[src/rtl/fpu_issue_seq_pkg.sv]
// Shared FP op codes and issue-sequencer state encoding.
// The null code is 0 so a reset or idle op bus reads as all zeros.
package fpu_issue_seq_pkg;

  localparam logic [3:0] FPOPNULL   = 4'h0;
  localparam logic [3:0] FOPADD     = 4'h1;
  localparam logic [3:0] FOPSUB     = 4'h2;
  localparam logic [3:0] FOPMUL     = 4'h3;
  localparam logic [3:0] FOPDIV     = 4'h4;
  localparam logic [3:0] FOPSQRT    = 4'h5;
  localparam logic [3:0] FOPSGNJ    = 4'h6;
  localparam logic [3:0] FOPMIN     = 4'h7;
  localparam logic [3:0] FOPMAX     = 4'h8;
  localparam logic [3:0] FOPCEQ     = 4'h9;
  localparam logic [3:0] FOPCLT     = 4'hA;
  localparam logic [3:0] FOPCLE     = 4'hB;
  localparam logic [3:0] FOPMV      = 4'hC;
  localparam logic [3:0] FOPCVTSW   = 4'hD;
  localparam logic [3:0] FOPCVTSWU  = 4'hE;

  typedef enum logic [1:0] {
    ST_IDLE = 2'd0,
    ST_BUSY = 2'd1,
    ST_WB   = 2'd2
  } state_t;

  function automatic logic lat_ok(input int lat);
    return (lat >= 1) && (lat <= 31);
  endfunction

endpackage

[src/rtl/fpu_issue_seq_lat_lut.sv]
// Combinational op-code to latency lookup with an unrecognised-code flag.
module fpu_lat_lut
  import fpu_issue_seq_pkg::*;
#(
  parameter int LAT_ADD    = 4,
  parameter int LAT_MUL    = 5,
  parameter int LAT_DIV    = 16,
  parameter int LAT_SQRT   = 20,
  parameter int LAT_SIMPLE = 1
) (
  input  logic [3:0] op,
  output logic [4:0] lat,
  output logic       illegal
);

  always_comb begin
    lat     = 5'(LAT_SIMPLE);
    illegal = 1'b0;
    case (op)
      FOPADD, FOPSUB: lat = 5'(LAT_ADD);
      FOPMUL:         lat = 5'(LAT_MUL);
      FOPDIV:         lat = 5'(LAT_DIV);
      FOPSQRT:        lat = 5'(LAT_SQRT);
      FPOPNULL, FOPSGNJ, FOPMIN, FOPMAX, FOPCEQ, FOPCLT, FOPCLE,
      FOPMV, FOPCVTSW, FOPCVTSWU: lat = 5'(LAT_SIMPLE);
      default:        illegal = 1'b1;
    endcase
  end

endmodule

[src/rtl/fpu_issue_seq.sv]
// Issue sequencer for a multi-cycle FP ALU: starts an op, stalls the front end
// for its latency, then emits one write-back strobe.
module fpu_issue_seq
  import fpu_issue_seq_pkg::*;
#(
  parameter int LAT_ADD    = 4,
  parameter int LAT_MUL    = 5,
  parameter int LAT_DIV    = 16,
  parameter int LAT_SQRT   = 20,
  parameter int LAT_SIMPLE = 1
) (
  input  logic       iCLK,
  input  logic       iRST,
  input  logic       iValid,
  input  logic [3:0] iFPALUControl,
  input  logic       iFPRegWrite,
  input  logic       iRegWrite,
  input  logic       iKill,
  output logic       oFPStart,
  output logic [3:0] oFPOp,
  output logic       oStall,
  output logic       oFPRegWriteEn,
  output logic       oRegWriteEn,
  output logic       oBusy,
  output logic       oIllegal
);

  if (!(lat_ok(LAT_ADD) && lat_ok(LAT_MUL) && lat_ok(LAT_DIV) &&
        lat_ok(LAT_SQRT) && lat_ok(LAT_SIMPLE))) begin : g_lat_range
    $error("fpu_issue_seq: every latency parameter must be within 1..31");
  end

  state_t     state;
  logic [4:0] cnt;
  logic [3:0] op_q;
  logic       fpw_q;
  logic       rw_q;
  logic       ill_q;
  logic [4:0] lat;
  logic       lat_ill;
  logic       accept;
  logic       in_wb;

  fpu_lat_lut #(
    .LAT_ADD    (LAT_ADD),
    .LAT_MUL    (LAT_MUL),
    .LAT_DIV    (LAT_DIV),
    .LAT_SQRT   (LAT_SQRT),
    .LAT_SIMPLE (LAT_SIMPLE)
  ) u_lat_lut (
    .op      (iFPALUControl),
    .lat     (lat),
    .illegal (lat_ill)
  );

  // Every output is qualified by iRST so reset forces them low without a clock.
  assign accept        = iRST && (state == ST_IDLE) && iValid && !iKill &&
                         (iFPALUControl != FPOPNULL);
  assign in_wb         = iRST && (state == ST_WB) && !iKill;
  assign oFPStart      = accept;
  assign oStall        = accept || (iRST && (state == ST_BUSY));
  assign oBusy         = iRST && (state != ST_IDLE);
  assign oFPRegWriteEn = in_wb && fpw_q && !ill_q;
  assign oRegWriteEn   = in_wb && rw_q && !ill_q;
  assign oIllegal      = in_wb && ill_q;
  assign oFPOp         = accept ? iFPALUControl : (oBusy ? op_q : FPOPNULL);

  always_ff @(posedge iCLK or negedge iRST) begin
    if (!iRST) begin
      state <= ST_IDLE;
      cnt   <= '0;
      op_q  <= FPOPNULL;
      fpw_q <= 1'b0;
      rw_q  <= 1'b0;
      ill_q <= 1'b0;
    end else begin
      case (state)
        ST_IDLE: begin
          if (accept) begin
            op_q  <= iFPALUControl;
            fpw_q <= iFPRegWrite;
            rw_q  <= iRegWrite;
            ill_q <= lat_ill;
            cnt   <= lat - 5'd1;
            state <= (lat == 5'd1) ? ST_WB : ST_BUSY;
          end
        end
        ST_BUSY: begin
          if (iKill) begin
            state <= ST_IDLE;
          end else begin
            cnt <= cnt - 5'd1;
            if (cnt <= 5'd1) state <= ST_WB;
          end
        end
        ST_WB: begin
          state <= ST_IDLE;
          fpw_q <= 1'b0;
          rw_q  <= 1'b0;
          ill_q <= 1'b0;
        end
        default: state <= ST_IDLE;
      endcase
    end
  end

endmodule

[config.mk]
export PLATFORM = sky130hd
export DESIGN_NAME = fpu_issue_seq
export DESIGN_NICKNAME = d
export VERILOG_FILES = /design/src/rtl/fpu_issue_seq_pkg.sv /design/src/rtl/fpu_issue_seq_lat_lut.sv /design/src/rtl/fpu_issue_seq.sv
export SDC_FILE = /design/constraint.sdc
export NUM_CORES = 1
export LEC_CHECK = 0
export CORE_ASPECT_RATIO = 0.9
export CORE_MARGIN = 2
export CORE_UTILIZATION = 53
export CTS_CLUSTER_DIAMETER = 100
export DETAILED_ROUTE_END_ITERATION = 7
export DONT_BUFFER_PORTS = 1
export MAX_ROUTING_LAYER = met4
export PLACE_DENSITY = 0.81
export SYNTH_ARGS = -nofsm -noshare
export SYNTH_HDL_FRONTEND = slang
export SYNTH_SLANG_ARGS = --single-unit
[constraint.sdc]
create_clock -name iCLK -period 1.8 [get_ports iCLK]
set_clock_uncertainty 0.2 [all_clocks]
set_input_delay 0.18 -clock iCLK [delete_from_list [all_inputs] [get_ports iCLK]]
set_output_delay 0.18 -clock iCLK [all_outputs]
set_load 0.05 [all_outputs]
==> results of run 1 <==
-- Yosys cell counts (2+ instances only) --
| library cell | count | area (µm²) |
|---|---|---|
| a21oi_1 | 7 | 35.0 |
| and2_1 | 2 | 12.5 |
| o221ai_1 | 2 | 17.5 |
| ha_1 | 4 | 50.1 |
| nor2_1 | 9 | 33.8 |
| nand2b_1 | 2 | 12.5 |
| a32o_1 | 2 | 20.0 |
| dfrtp_1 | 14 | 350 |
| buf_2 | 2 | 10.0 |
| nor4_1 | 2 | 12.5 |
| inv_1 | 7 | 26.3 |
| mux2_2 | 3 | 33.8 |
| o2bb2ai_1 | 2 | 17.5 |
| nor3_1 | 3 | 15.0 |
| nand2_1 | 5 | 18.8 |
| nand3_1 | 2 | 10.0 |
| nor4_4 | 2 | 42.5 |
| a22o_1 | 3 | 26.3 |
| o21ai_0 | 3 | 15.0 |
-- stage by stage --
| stage | setup WS, ns | hold WS [ns] |
|---|---|---|
| after floorplan | -0.0727 | -0.316 |
| after global placement | 0.0741 | -0.315 |
| after detailed placement | 0.0411 | -0.315 |
| after CTS | -0.142 | 0.0541 |
| after global routing | -0.230 | 0.0965 |
| final | -0.184 | 0.0408 |
-- timing repair --
action | in CTS | in global routing
gates cloned | 0 | 0
endpoints found under the setup margin | 8 | 13
pin swaps | 1 | 5
gates resized for setup | 8 | 12
buffers inserted | 5 | 2
hold buffers | 10 | 0
hold endpoints to repair | 27 | 0
-- area by class of cell --
cell class / count / area share
multi-input combinational: 76 / 0.476
sequential: 14 / 0.248
timing repair buffer: 28 / 0.211
clock buffer: 4 / 0.0256
tap: 24 / 0.0211
inverter: 7 / 0.0185
-- cells in the final DEF (no fill, tap or decap), types with 7 or more instances in the layout --
cell | netlist | routed
dfrtp_1 | 14 | 13
dlygate4sd3_1 | 0 | 10
buf_4 | 0 | 10
a21oi_1 | 7 | 7
nor2_1 | 9 | 7
inv_1 | 7 | 7
-- registers in the layout, summed over array words and instances (netlist names) --
name / flops
fpw_q: 1
rw_q: 1
cnt: 5
op_q: 4
ill_q: 1
state: 2
-- kinds of logic (layout without fill, tap and decap cells) --
group,after synthesis,after routing,share of synthesized area
xor+xnor,1,1,0.00912
simple gates,39,39,0.260
compound gates,28,28,0.215
mux,4,4,0.0456
buf+inv,11,39,0.0534
fa+ha+maj,4,4,0.0521
flops,14,14,0.365
-- path summary, 6_finish.rpt --
kind                            endpoint  slack (ns)  cells after the start
worst max-delay path            oFPOp[2]       -0.18                      4
worst min-delay path              cnt[4]        0.04                      3
worst max register to register   op_q[3]       -0.03                      5
worst min register to register      rw_q        0.34                      1
max in group asynchronous       state[0]        0.77                      1
min in group asynchronous        op_q[0]        0.15                      1
-- routing by layer --
metal  vias to the layer above  share of wire  global-route usage
li1                        432              -                   -
met1                       470           0.37               0.392
met2                        65           0.52               0.597
met3                        20          0.062              0.0980
met4                         0          0.048               0.177
met5                         -              0                   -
-- worst reg2reg max path: cells and delay by family, from the launching register on --
kind / cells / cell delay [ns]
buffers and inverters: 2 / 0.34
DFF: 1 / 0.40
muxes: 1 / 0.33
and+or+nand+nor: 2 / 0.46
-- power by group --
part / total, mW / internal, mW / leakage [nW] / switching, mW
Clock: 0.248 / 0.124 / 0.0210 / 0.124
Combinational: 0.427 / 0.191 / 0.409 / 0.237
Sequential: 0.467 / 0.387 / 0.174 / 0.0795
==> run_results.csv, run 1 <==
group,metric,value,unit
worst_setup_path,arrival,1.60,ns
sta,rsz0062_at_grt,"true",
yosys,syn-instance-count,101,
yosys,syn_area_per_cell,9.51,µm²
final_layout,layout.cells.non_filler,153,
clock_tree,cts.sinks,14,
yosys,synth_fp_nets,115,
min_path,hold_path.class,"input port to flop",
final_layout,area_growth,47.8,%
die,coreArea,1680,µm²
outcome,violations,"negative setup slack",
sta,min_period,1.98,ns
power,finalPower,1.14,mW
sta,fmax,504,MHz
power,leakagePower,0.604,nW
yosys,synthArstFlopShare,1.00,
final_layout,fin_nets,144,
worst_setup_path,required,1.42,ns
placement,dp.final_hpwl,1780,µm
sta,max_slew.worst_pin.slew,0.685,ns
final_layout,diodes,0,
worst_setup_path,cp_cell_sequence,"or2_4 -> nor4_4 -> buf_4 -> a22o_4",
die,start_util,0.571,
worst_setup_path,startpoint_type,"flop",
die,die_area,2170,µm²
routing,drt_iter0_drc,37,
worst_setup_path,r2r_start,"state[1]",
routing,wl,3380,µm
sta,finalHoldViolations,0,
routing,drt-wirelength-per-cell,22.1,µm
final_layout,drive_above_1_share,0.364,
sta,fin_crit_sh,1.10,
sta,fin_ws,-0.184,ns
grt,antenna_found_initial,0,
yosys,yosysSeqAreaShare,0.365,
yosys,synth_cell_types,44,
sta,relSlewSlack,0.542,
placement,dpl-instance-area,1140,µm²
grt,grt_pass1_vias,1041,
worst_setup_path,path_max_fanout,5,
yosys,synth_ff_type,"dfrtp_1",
clock_tree,htreeDepth,1,
placement,finalWeightedCongestion,0.855,
routing,detail-route-antenna-nets,0,
placement,dp.cells,133,
routing,drt_pass1_iterations,4,
die,ios,20,
grt,grt_pass1_wl,5310,µm
placement,io_buffers,0,
outcome,outcome,"finished with violations",
sta,slew_viol_final,0,
clock_tree,clk_pin_slew,0.09,ns
yosys,ys_seq_elements,14,
clock_tree,clockBufferDepth,2,
grt,grt_max_degree,15,
final_layout,fillers,93,
die,rows,14,
routing,drc_errors,0,
grt,grt_overflow,0,
worst_setup_path,slowest_stage,"dfrtp_1",
routing,route.vias.total,987,
routing,via_per_inst,6.45,
worst_setup_path,cp_top_family,"simple AND/OR/NAND/NOR gates",
sta,finalSetupViolCount,11,
die,dieHeight,44.4,µm
clock_tree,root_buffer,"clkbuf_4",
worst_setup_path,crit_buf_inv,1,
yosys,syn-cell-area,961,µm²
worst_setup_path,worstSetupPathType,"flop to output pin",
clock_tree,clk_latency,0.30,ns
sta,tns,-1.35,ns
grt,track_usage,0.353,
power,irDropWorstVdd,0.709,mV
min_path,hold_start,"iKill",
clock_tree,cts_tree,"done",
final_layout,multi_input_area,676,µm²
worst_setup_path,crit_path_start,"state[1]",
worst_setup_path,crit_path_end_kind,"output pin",
power,cellPowerDensity,804,nW/µm²
final_layout,final_core_utilization,0.844,
clock_tree,cts_buffers,3,
job,max_cap_viol_count,0,
worst_setup_path,cpPeakStageDelay,0.40,ns
yosys,synth_warnings,0,
yosys,synth-edff-count,0,
final_layout,stdcell_area,1420,µm²
final_layout,register_area,352,µm²
die,die_w,48.9,µm
No activity file was read; power rests on OpenSTA's default activity.
==> run 2: changes to the inputs <==
--- a/config.mk
+++ b/config.mk
@@ -12,7 +12,7 @@
 export DETAILED_ROUTE_END_ITERATION = 7
 export DONT_BUFFER_PORTS = 1
 export MAX_ROUTING_LAYER = met4
-export PLACE_DENSITY = 0.81
+export PLACE_DENSITY = 0.78
 export SYNTH_ARGS = -nofsm -noshare
 export SYNTH_HDL_FRONTEND = slang
 export SYNTH_SLANG_ARGS = --single-unit
==> constraint.sdc (replaced) <==
create_clock -name iCLK -period 2.4 [get_ports iCLK]
set_clock_uncertainty 0.2 [all_clocks]
set_input_delay 0.24 -clock iCLK [delete_from_list [all_inputs] [get_ports iCLK]]
set_output_delay 0.24 -clock iCLK [all_outputs]
set_load 0.05 [all_outputs]
==> run 2 against run 1 <==
Net effect:
- the flow now finishes without violations
- flip-flop and latch count is the same
- total power down 35%
- via count decreased by 14%
- register-to-register slack better by 0.15 ns
- critical path depth up 1
- cell count is 6.5% lower
- design area shrank 14%
- sequential share of layout area rose by 3.9 points
- clock power fell by 47%
- critical path type unchanged
==> run_results.csv, run 2 (same netlist as run 1, synthesis figures left out) <==
group,metric,value,unit
outcome,outcome,"finished, final reports clean",
power,leakagePower,0.510,nW
die,dieHeight,44.4,µm
worst_setup_path,reg2reg_depth,6,
sta,fmax,434,MHz
routing,detail-route-antenna-nets,0,
clock_tree,htreeDepth,1,
power,irDropWorstVdd,0.509,mV
worst_setup_path,path_max_fanout,10,
routing,drc_errors,0,
final_layout,largest_registers,"cnt x5, op_q x4, state x2",
routing,route.vias.total,850,
sta,fin_ws,0.0963,ns
worst_setup_path,crit_path_start,"state[1]",
placement,io_buffers,0,
routing,drt_iter0_drc,24,
routing,drt_pass1_iterations,4,
worst_setup_path,crit_end,"oFPOp[1]",
final_layout,final_common_cell,"dfrtp_1",
sta,relSlewSlack,0.553,
die,rows,14,
clock_tree,clockBufferDepth,2,
power,switching_power,0.270,mW
placement,pre_cts_ws,0.411,ns
routing,wl,2340,µm
job,max_cap_viol_count,0,
clock_tree,post-cts-setup-buffers,0,
die,die_area,2170,µm²
worst_setup_path,crit_path_end_kind,"output pin",
power,finalPower,0.745,mW
die,ios,20,
die,coreArea,1680,µm²
final_layout,largest_register_ffs,5,
clock_tree,root_buffer,"clkbuf_4",
placement,finalWeightedCongestion,0.923,
power,swShare,0.362,
clock_tree,cts_tree,"done",
worst_setup_path,required,1.96,ns
worst_setup_path,r2r_end,"ill_q",
final_layout,fillers,132,
worst_setup_path,arrival,1.86,ns
routing,via_per_inst,5.94,
final_layout,area_growth,27.3,%
sta,slew_viol_final,0,
worst_setup_path,worstSetupPathType,"flop to output pin",
placement,dp.final_hpwl,1620,µm
sta,finalHoldViolations,0,
routing,drt-wirelength-per-cell,16.3,µm
grt,grt_max_degree,15,
clock_tree,cts_buffers,3,
power,power_frac_seq,0.456,
worst_setup_path,startpoint_type,"flop",
final_layout,layout_common_cells,"dfrtp_1, dlygate4sd3_1, nor2_1",
final_layout,diodes,0,
power,clkPwrFrac,0.176,
sta,fin_crit_sh,0.960,
grt,grt_pass1_wl,3960,µm
sta,min_period,2.30,ns
placement,dp.cells,129,
clock_tree,cts.sinks,14,
clock_tree,clk_latency,0.28,ns
final_layout,top_register,"cnt",
sta,finalSetupViolCount,0,
power,combPwrFrac,0.368,
grt,track_usage,0.253,
clock_tree,clk_pin_slew,0.08,ns
final_layout,fin_nets,135,
sta,max_slew.worst_pin.slew,0.669,ns
worst_setup_path,r2r_start,"state[1]",
worst_setup_path,reg2reg_slack,0.12,ns
sta,holdWs,0.0701,ns
grt,antenna_found_initial,0,
final_layout,layout.cells.non_filler,143,
final_layout,drive_above_1_share,0.235,
grt,grt_overflow,0,
power,p_int,0.476,mW
die,die_w,48.9,µm
power,cellPowerDensity,609,nW/µm²
grt,grt_pass1_vias,837,
die,start_util,0.571,
min_path,hold_path.class,"input port to flop",
## run 2: cell types whose count changed in the layout (fill, tap and decap cells not counted), sizes merged
cell,delta
buf,-10
dlygate4sd3,+1
clkbuf,-1
## run 2: repair_timing
action | in CTS | in global routing
hold buffers | 11 | 0
hold endpoints to repair | 24 | 0
setup endpoints to repair | 0 | 3
resized for setup | 0 | 3
## run 2: metal layers
layer  track usage  part of all wire
met5             -                 0
met2         0.427              0.53
met3        0.0676             0.057
met4        0.0800            0.0060
met1         0.299              0.41
## run 2: final cells by class
cell class                 instances  area [µm²]  share of cell area
sequential                        14         350               0.286
tap                               24        30.0              0.0245
multi-input combinational         76         571               0.466
timing repair buffer              19         224               0.183
clock buffer                       3        22.5              0.0184
inverter                           7        26.3              0.0215
## run 2: power by group through the flow
| stage | combinational, mW | sequential, mW | clock, mW |
|---|---|---|---|
| 3_5_place_dp | 0.251 | 0.345 | 0 |
| 4_1_cts | 0.272 | 0.340 | 0.136 |
| 2_1_floorplan | 0.198 | 0.329 | 0 |
| 5_1_grt | 0.299 | 0.349 | 0.148 |
| 6_report | 0.274 | 0.340 | 0.131 |
| 3_3_place_gp | 0.239 | 0.342 | 0 |
## run 2: worst min path at each step
stage                         to  cells past startpoint  start  slack (ns)
after floorplan           cnt[0]                      0   iRST       -0.26
after global placement     fpw_q                      0   iRST       -0.26
after detailed placement   fpw_q                      0   iRST       -0.26
after CTS                   rw_q                      2  iKill        0.06
after global routing        rw_q                      2  iKill        0.05
final                      fpw_q                      2  iKill        0.07
## run 2: worst max-delay path, cell delays in order (launching register included)
cell	delay, ns
dfrtp_1	0.43
or2_2	0.36
nor4_4	0.21
buf_4	0.23
a22o_1	0.21
buf_12	0.15
## run 2: per-stage QoR
stage / cell area (µm²) / util / TNS (ns)
2_1_floorplan: 970 / - / 0
3_3_place_gp: 1080 / 0.645 / 0
3_5_place_dp: 1080 / 0.645 / 0
4_1_cts: 1220 / 0.724 / 0
5_1_grt: 1220 / 0.728 / -0.000397
6_report: 1220 / 0.728 / 0
